### config.mk
export PLATFORM = sky130hd
export DESIGN_NAME = gyr_light_monitor_flat
export DESIGN_NICKNAME = d
export VERILOG_FILES = /design/src/rtl/gyr_light_monitor_if.sv /design/src/rtl/gyr_light_monitor.sv /design/src/flat_wrapper.sv
export SDC_FILE = /design/constraint.sdc
export NUM_CORES = 1
export LEC_CHECK = 0
export CAP_MARGIN = 20
export CORE_MARGIN = 5
export CORE_UTILIZATION = 25
export CTS_CLUSTER_SIZE = 30
export DETAILED_ROUTE_END_ITERATION = 7
export HOLD_SLACK_MARGIN = 0.15
export SYNTH_ARGS = -nofsm -noshare
export SYNTH_HDL_FRONTEND = slang
export SYNTH_SLANG_ARGS = --single-unit
### constraint.sdc
create_clock -name clk -period 5.45 [get_ports clk]
set_input_delay 0.545 -clock clk [delete_from_list [all_inputs] [get_ports clk]]
set_output_delay 0.545 -clock clk [all_outputs]
set_load 0.05 [all_outputs]
### src/rtl/gyr_light_monitor_if.sv
// Lamp, error-clear and status bundle between the traffic-light generator side and gyr_light_monitor.
// When GYR_MON_ONEHOT_CHK_EN is defined the bundle also carries the err_overlap flag.
interface gyr_light_monitor_if #(
  parameter int CNT_W = 8
);
  logic             green;
  logic             yellow;
  logic             red;
  logic             err_clr;
  logic [1:0]       cur_phase;
  logic [CNT_W-1:0] dwell;
  logic [CNT_W-1:0] last_dwell;
  logic [CNT_W-1:0] cycle_cnt;
  logic             err_order;
  logic             err_dark;
  logic             err_all;
  logic             err_stuck;
  logic [1:0]       state_dbg;
`ifdef GYR_MON_ONEHOT_CHK_EN
  logic             err_overlap;
`endif

  // Level signals sampled every clock. There is no valid/ready pair:
  // every edge is a transaction, and every output is registered.
  modport master (
    output green, yellow, red, err_clr,
    input  cur_phase, dwell, last_dwell, cycle_cnt,
    input  err_order, err_dark, err_all, err_stuck, state_dbg
`ifdef GYR_MON_ONEHOT_CHK_EN
    , input err_overlap
`endif
  );

  modport slave (
    input  green, yellow, red, err_clr,
    output cur_phase, dwell, last_dwell, cycle_cnt,
    output err_order, err_dark, err_all, err_stuck, state_dbg
`ifdef GYR_MON_ONEHOT_CHK_EN
    , output err_overlap
`endif
  );
endinterface

### src/rtl/gyr_light_monitor.sv
// Observes G/Y/R lamps, tracks the G->Y->R->G rising-edge order, counts cycles, measures dwell, and keeps sticky error flags.
// Defining GYR_MON_ONEHOT_CHK_EN adds the sticky err_overlap check, which flags two or more lamps lit while tracking.
module gyr_light_monitor #(
  parameter int CNT_W    = 8,
  parameter int MAX_IDLE = 16
) (
  input  logic                 clk,
  input  logic                 rstn,
  gyr_light_monitor_if.slave   mon
);

  typedef enum logic [1:0] {
    S_WAIT_G = 2'd0,
    S_EXP_Y  = 2'd1,
    S_EXP_R  = 2'd2,
    S_EXP_G  = 2'd3
  } state_e;

  state_e           state_q, state_d;
  logic [1:0]       phase_q, phase_d;
  logic [CNT_W-1:0] dwell_q, dwell_d;
  logic [CNT_W-1:0] last_q, last_d;
  logic [CNT_W-1:0] cnt_q, cnt_d;
  logic             prev_g_q, prev_y_q, prev_r_q;
  logic             err_order_q, err_order_d;
  logic             err_dark_q, err_dark_d;
  logic             err_all_q, err_all_d;
  logic             err_stuck_q, err_stuck_d;
  logic             rise_g, rise_y, rise_r;
  logic [1:0]       n_rise;
  logic [1:0]       n_on;
  logic             tracking;
  logic             order_set;
`ifdef GYR_MON_ONEHOT_CHK_EN
  logic             err_overlap_q, err_overlap_d;
`endif

  function automatic logic [CNT_W-1:0] sat_inc(input logic [CNT_W-1:0] v);
    sat_inc = (v == {CNT_W{1'b1}}) ? v : v + 1'b1;
  endfunction

  always_comb begin
    rise_g    = mon.green  & ~prev_g_q;
    rise_y    = mon.yellow & ~prev_y_q;
    rise_r    = mon.red    & ~prev_r_q;
    n_rise    = 2'(rise_g) + 2'(rise_y) + 2'(rise_r);
    n_on      = 2'(mon.green) + 2'(mon.yellow) + 2'(mon.red);
    tracking  = (state_q != S_WAIT_G);
    state_d   = state_q;
    phase_d   = phase_q;
    dwell_d   = dwell_q;
    last_d    = last_q;
    cnt_d     = cnt_q;
    order_set = 1'b0;

    if (n_rise >= 2'd2) begin
      // Simultaneous rises leave the order ambiguous, so drop back and resync on green.
      order_set = 1'b1;
      state_d   = S_WAIT_G;
      phase_d   = 2'd0;
      if (tracking) begin
        dwell_d = '0;
        last_d  = sat_inc(dwell_q);
      end
    end else if (!tracking) begin
      dwell_d = '0;
      if (rise_g) begin
        state_d = S_EXP_Y;
        phase_d = 2'd1;
        last_d  = sat_inc(dwell_q);
      end
    end else if (n_rise == 2'd1) begin
      dwell_d = '0;
      last_d  = sat_inc(dwell_q);
      if (rise_g) begin
        state_d = S_EXP_Y;
        phase_d = 2'd1;
        if (state_q == S_EXP_G) cnt_d = cnt_q + 1'b1;
        else                    order_set = 1'b1;
      end else if (rise_y) begin
        state_d   = S_EXP_R;
        phase_d   = 2'd2;
        order_set = (state_q != S_EXP_Y);
      end else begin
        state_d   = S_EXP_G;
        phase_d   = 2'd3;
        order_set = (state_q != S_EXP_R);
      end
    end else begin
      dwell_d = sat_inc(dwell_q);
    end

    // Sticky flags: a set condition overrides a simultaneous clear.
    err_order_d = order_set | (err_order_q & ~mon.err_clr);
    err_dark_d  = (tracking & ~(mon.green | mon.yellow | mon.red))
                | (err_dark_q & ~mon.err_clr);
    err_all_d   = (mon.green & mon.yellow & mon.red) | (err_all_q & ~mon.err_clr);
    err_stuck_d = (tracking & (dwell_q == CNT_W'(MAX_IDLE)))
                | (err_stuck_q & ~mon.err_clr);
`ifdef GYR_MON_ONEHOT_CHK_EN
    err_overlap_d = (tracking & (n_on >= 2'd2)) | (err_overlap_q & ~mon.err_clr);
`endif
  end

  always_ff @(posedge clk) begin
    if (!rstn) begin
      state_q     <= S_WAIT_G;
      phase_q     <= '0;
      dwell_q     <= '0;
      last_q      <= '0;
      cnt_q       <= '0;
      prev_g_q    <= 1'b0;
      prev_y_q    <= 1'b0;
      prev_r_q    <= 1'b0;
      err_order_q <= 1'b0;
      err_dark_q  <= 1'b0;
      err_all_q   <= 1'b0;
      err_stuck_q <= 1'b0;
    end else begin
      state_q     <= state_d;
      phase_q     <= phase_d;
      dwell_q     <= dwell_d;
      last_q      <= last_d;
      cnt_q       <= cnt_d;
      prev_g_q    <= mon.green;
      prev_y_q    <= mon.yellow;
      prev_r_q    <= mon.red;
      err_order_q <= err_order_d;
      err_dark_q  <= err_dark_d;
      err_all_q   <= err_all_d;
      err_stuck_q <= err_stuck_d;
    end
  end

`ifdef GYR_MON_ONEHOT_CHK_EN
  always_ff @(posedge clk) begin
    if (!rstn) err_overlap_q <= 1'b0;
    else       err_overlap_q <= err_overlap_d;
  end
  assign mon.err_overlap = err_overlap_q;
`else
  // Lamp-overlap counting is only meaningful with the one-hot check.
  logic unused_n_on;
  assign unused_n_on = ^n_on;
`endif

  assign mon.cur_phase  = phase_q;
  assign mon.dwell      = dwell_q;
  assign mon.last_dwell = last_q;
  assign mon.cycle_cnt  = cnt_q;
  assign mon.err_order  = err_order_q;
  assign mon.err_dark   = err_dark_q;
  assign mon.err_all    = err_all_q;
  assign mon.err_stuck  = err_stuck_q;
  assign mon.state_dbg  = state_q;

endmodule

### src/flat_wrapper.sv
// flat-port wrapper written by rule: the top's interface ports become plain ports
module gyr_light_monitor_flat 
#(
  parameter int CNT_W    = 8,
  parameter int MAX_IDLE = 16
)
  (clk, rstn, mon_green, mon_yellow, mon_red, mon_err_clr, mon_cur_phase, mon_dwell, mon_last_dwell, mon_cycle_cnt, mon_err_order, mon_err_dark, mon_err_all, mon_err_stuck, mon_state_dbg);
  gyr_light_monitor_if #(.CNT_W(CNT_W)) mon_i ();
  input  logic clk;
  input  logic rstn;
  input wire logic [$bits(mon_i.green)-1:0] mon_green;
  input wire logic [$bits(mon_i.yellow)-1:0] mon_yellow;
  input wire logic [$bits(mon_i.red)-1:0] mon_red;
  input wire logic [$bits(mon_i.err_clr)-1:0] mon_err_clr;
  output wire logic [$bits(mon_i.cur_phase)-1:0] mon_cur_phase;
  output wire logic [$bits(mon_i.dwell)-1:0] mon_dwell;
  output wire logic [$bits(mon_i.last_dwell)-1:0] mon_last_dwell;
  output wire logic [$bits(mon_i.cycle_cnt)-1:0] mon_cycle_cnt;
  output wire logic [$bits(mon_i.err_order)-1:0] mon_err_order;
  output wire logic [$bits(mon_i.err_dark)-1:0] mon_err_dark;
  output wire logic [$bits(mon_i.err_all)-1:0] mon_err_all;
  output wire logic [$bits(mon_i.err_stuck)-1:0] mon_err_stuck;
  output wire logic [$bits(mon_i.state_dbg)-1:0] mon_state_dbg;
  assign mon_i.green = mon_green;
  assign mon_i.yellow = mon_yellow;
  assign mon_i.red = mon_red;
  assign mon_i.err_clr = mon_err_clr;
  assign mon_cur_phase = mon_i.cur_phase;
  assign mon_dwell = mon_i.dwell;
  assign mon_last_dwell = mon_i.last_dwell;
  assign mon_cycle_cnt = mon_i.cycle_cnt;
  assign mon_err_order = mon_i.err_order;
  assign mon_err_dark = mon_i.err_dark;
  assign mon_err_all = mon_i.err_all;
  assign mon_err_stuck = mon_i.err_stuck;
  assign mon_state_dbg = mon_i.state_dbg;
  gyr_light_monitor #(.CNT_W(CNT_W), .MAX_IDLE(MAX_IDLE)) u_core (.clk(clk), .rstn(rstn), .mon(mon_i));
endmodule
# Yosys cells after proc, flatten, opt, wreduce, memory -nomap -nowiden
# Index checks and enable logic that the tools add are counted.
# Widths: inputs -> output; s select.
word_totals:
  ff_bits: 33
  inputBits: 6
classes:
  addsub: 4
  magnitude_cmp: 1
  n_eq_ne: 9
  mux: 21
  bitwise_logic: 24
  reduce_logical: 6
op_table:
  columns: ["op", "n"]
  rows:
  - ["$mux 8", 10]
  - ["$add 8x1->8 const B", 2]
  - ["$and 1x1->1", 11]
  - ["$eq 8x5->1 const B", 1]
  - ["$eq 8x8->1 const B", 1]
  - ["$mux 2", 4]
  - ["$mux 1", 7]
  - ["$not 1->1", 7]
  - ["$or 1x1->1", 6]
  - ["$reduce_and 5->1", 1]
  - ["$ne 2x1->1 const B", 2]
  - ["$ne 2x2->1 const B", 2]
  - ["$reduce_bool 2->1", 2]
  - ["$ne 3x3->1 const B", 1]
  - ["$reduce_and 3->1", 1]
  - ["$add 1x1->2", 1]
  - ["$add 2x1->2", 1]
  - ["$eq 2x1->1 const B", 1]
  - ["$eq 2x2->1 const B", 1]
  - ["$ge 2x2->1 const B", 1]
  - ["$reduce_and 2->1", 1]
  - ["$reduce_or 2->1", 1]

# Longest topological paths before layout
depth:
  ltp_word: 9
  mapped_depth: 10
  ltp_nobuf: 7

# Worst setup path after synthesis
# No wires, ideal clock.
synth_path:
  path_type: "input port to flip-flop"
  from: "input port mon_green"
  to: "register u_core.last_q[2], in the netlist u_core.mon.last_dwell[2]"
  setup_ns: 0.103
  arrival_ns: 2.308
  slack_ns: 3.039
  cell_stages: 8
  cell_sequence: "nor2b_1 inv_1 fa_1 o211a_1 buf_6 a21oi_4 and4b_1 a2111oi_2"
synth_via:
  elab_chain_cells: 6
  elab_cells_between_ends: 10
  cone_classes: "add/sub: 2; order compare: 1; eq/ne: 3; mux: 1; bitwise: 1; reduce/logical: 2"
synth_rtl:
  columns: ["item", "line_no", "source"]
  rows:
  - ["start: declaration", "flat_wrapper.sv:11", "input wire logic [$bits(mon_i.green)-1:0] mon_green;"]
  - ["$and 1x1->1 (*)", "gyr_light_monitor.sv:43", "rise_g = mon.green & ~prev_g_q;"]
  - ["$add 1x1->2", "gyr_light_monitor.sv:46", "n_rise = 2'(rise_g) + 2'(rise_y) + 2'(rise_r);"]
  - ["$add 2x1->2", "gyr_light_monitor.sv:46", null]
  - ["$ge 2x2->1 or $eq 2x1->1 (tied branches)", "gyr_light_monitor.sv:56, gyr_light_monitor.sv:72", null]
  - ["$ne 3x3->1 (no line) or $ne 2x1->1 (tied branches)", null, null]
  - ["$reduce_and 3->1 (no line)", null, null]
  - ["end signal: assignment", "gyr_light_monitor.sv:123", "last_q <= last_d;"]
  - ["end: declaration", "gyr_light_monitor.sv:22", "logic [CNT_W-1:0] last_q, last_d;"]
# Mark *: on every way between the ends. The rest lies on a longest branch, timed or not.
# A chain may end at the register's enable or synchronous reset.

# Worst setup path after layout
# Ends and elaborated chain as after synthesis.

==> impl_metrics.tcl <==
set metrics [dict create \
    num_antenna_cells 0 \
    ff_latch_area_um2 661 \
    cts.repair_timing.setup_buffer_count 0 \
    place_inst 294 \
    clk_latency_ns 0.30 \
    internal_power_w 0.000429 \
    r2r_start "u_core.prev_g_q$_SDFF_PN0_" \
    antenna_left 0 \
    setup_slack_ns 2.35 \
    crit_type "in -> reg" \
    grt_use_total_pct 10.1 \
    grt_pass1_wl_mm 6.83 \
    h-tree-depth 2 \
    drcViolationCount 0 \
    finalHoldViolations 0 \
    synthArstFlopShare_pct 0 \
    clockBufferDepth 2 \
    fp.dieArea_um2 8560 \
    fin_tns_setup_ns 0 \
    ys_ff_latch 33 \
    grt_max_degree 20 \
    fin_crit_sh_pct 57.0 \
    synth.avg_cell_area_um2 8.96 \
    clkSinkCount 33 \
    outcome "finished, final reports clean" \
    required_ns 5.63 \
    multi_input_area_um2 916 \
    cp.arrival_ns 3.29 \
    power.share.clock_pct 41.1 \
    grt_pass1_vias 1356 \
    max_cap_violations 0 \
    wire_per_inst_um 13.5 \
    antenna_found_initial 0 \
    nFillCells 684 \
    synth.top_cells.by_count "dfxtp_1, nand2_1, nor2_1" \
    core.rowCount 30 \
    netlist_instances 190 \
    drive_gt1_share_pct 7.66 \
    numCtsBuffers 5 \
    drtIter0Drc 130 \
    final_nets 231 \
    place_area_um2 2080 \
    routabilityCongestion 0.822 \
    ys_seq_area_share_pct 38.8 \
    synth_nets 200 \
    max_slew.worst_pin.slew_ns 0.685 \
    final_cell_area_um2 2200 \
    cp-startpoint "mon_green" \
    wl_mm 4.08 \
    vias_per_cell 4.82 \
    start_kind "input pin" \
    end_kind "register" \
    synth_edf_count 0 \
    synth_top_area_share_pct 38.8 \
    switching_share_pct 27.5 \
    synth_cell_types 48 \
    initial_core_util_pct 25.3 \
    yosys_warnings 0 \
    netlist_area_um2 1700 \
    synth_flop_cell "dfxtp_1" \
    dp_slack_ns 2.08 \
    die_h_um 92.5 \
    cts_resized 0 \
    p_leak_nw 0.786 \
    hp-class "reg -> reg" \
    power_frac_comb_pct 15.8 \
    seqPwrFrac_pct 43.1 \
    fmax_mhz 322 \
    fp.dieW_um 92.5 \
    instances_no_fill 302 \
    utilization_pct 32.7 \
    hold_buffers 0 \
    min_period_ns 3.10 \
    vias 1457 \
    worstHoldStart "u_core.mon.err_stuck$_SDFF_PN0_" \
    path_clk_slew_ns 0.07 \
    tritoncts "yes" \
    critPathMaxFanout 13 \
    slew_violations 0 \
    power_switching_w 0.000163 \
    setup_viol 0 \
    worst_ir_drop_vdd_uv 93.0 \
    fin_skew_ns 0.00992 \
    port_buffers 37 \
    first_pass_iters 4 \
    io_pins 38 \
    coreArea_um2 6720 \
    dp_hpwl_mm 2.98 \
    slew_headroom_pct 54.2 \
    rsz0062_at_grt "false" \
    synthTopCellsByArea "dfxtp_1, nand2_1, xnor2_1" \
    yosysTopAreaCell "dfxtp_1" \
    grt_overflow 0 \
    yosysMostFrequentCell "dfxtp_1" \
    syn_to_final_growth_pct 29.0 \
    powerDensity_nw_per_um2 270 \
    cts_root_buf "clkbuf_8" \
]
==> power groups by stage <==
| stage | clock network [W] | logic [W] | registers (W) |
|---|---|---|---|
| 2_1_floorplan | 0 | 0.0000550 | 0.000278 |
| 3_3_place_gp | 0 | 0.0000925 | 0.000261 |
| 3_5_place_dp | 0 | 0.0000934 | 0.000261 |
| 4_1_cts | 0.000246 | 0.0000939 | 0.000255 |
| 5_1_grt | 0.000258 | 0.000102 | 0.000257 |
| 6_report | 0.000243 | 0.0000937 | 0.000255 |
==> cells in the final DEF, fill, tap and decap left out, types with 3 or more instances in the layout <==
cell type        count
nor2_1              14
inv_1                7
and2_1               3
xnor2_1              7
clkdlybuf4s50_1     37
a21oi_1             11
dfxtp_1             33
mux2i_1              5
o21ai_0              9
nor3_1               7
a31oi_1              3
o22ai_1              5
nand3_1              9
a211oi_1             3
nand2_1             17
clkbuf_8             6
ha_1                 3
o211ai_1             3
nand2b_1             6
==> cells by family (layout without fill, tap and decap cells) <==
kind of cell    count (synthesis)  in the layout  synth area share [%]
buf+inv                        21             53                  7.42
flops                          33             33                  38.8
xor+xnor                        7              7                  3.60
simple gates                   77             77                  27.0
compound gates                 43             43                  16.9
fa+ha+maj                       4              4                  3.38
mux                             5              5                  2.94
==> through the flow <==
step,power [W],hold slack [ns]
5_1_grt,0.000616,0.490
2_1_floorplan,0.000333,0.622
4_1_cts,0.000595,0.478
6_report,0.000592,0.473
3_3_place_gp,0.000354,0.458
3_5_place_dp,0.000354,0.460
==> layout make-up <==
class / count / area share (%)
multi-input cells: 136 / 41.7
well taps: 80 / 4.56
flip-flops and latches: 33 / 30.1
clock inverters: 2 / 1.71
inverters: 8 / 1.37
clock buffers: 6 / 3.76
repair buffers: 37 / 16.9
==> state kept, by name, summed over array words and instances (netlist names) <==
signal	flops
u_core.mon.cycle_cnt	8
u_core.mon.dwell	8
u_core.mon.err_all	1
u_core.mon.err_dark	1
u_core.mon.err_order	1
u_core.mon.err_stuck	1
u_core.mon.last_dwell	8
u_core.mon.state_dbg	2
u_core.prev_g_q	1
u_core.prev_r_q	1
u_core.prev_y_q	1
==> layer usage <==
metal / vias to the layer above / part of all wire (%) / track usage (%)
met5: - / 0 / 0
met4: 0 / 1.7 / 3.96
met3: 7 / 6.0 / 3.82
met2: 39 / 45 / 15.0
met1: 678 / 47 / 13.0
li1: 733 / - / -
==> worst paths after layout <==
path                                            to  slack, ns  depth (start not counted)
max          u_core.mon.last_dwell[2]$_SDFFE_PN0P_       2.35                          8
min                u_core.mon.err_stuck$_SDFF_PN0_       0.47                          2
max reg2reg  u_core.mon.last_dwell[2]$_SDFFE_PN0P_       2.92                          7
min reg2reg        u_core.mon.err_stuck$_SDFF_PN0_       0.47                          2
==> critical path: stages <==
cell and delay (ns):
clkdlybuf4s50_1 0.58, nor2b_1 0.28, inv_1 0.14, fa_1 0.68
o211a_1 0.39, a21oi_4 0.14, and4b_1 0.23, a2111oi_2 0.31
Power figures use the tool's default switching activity.
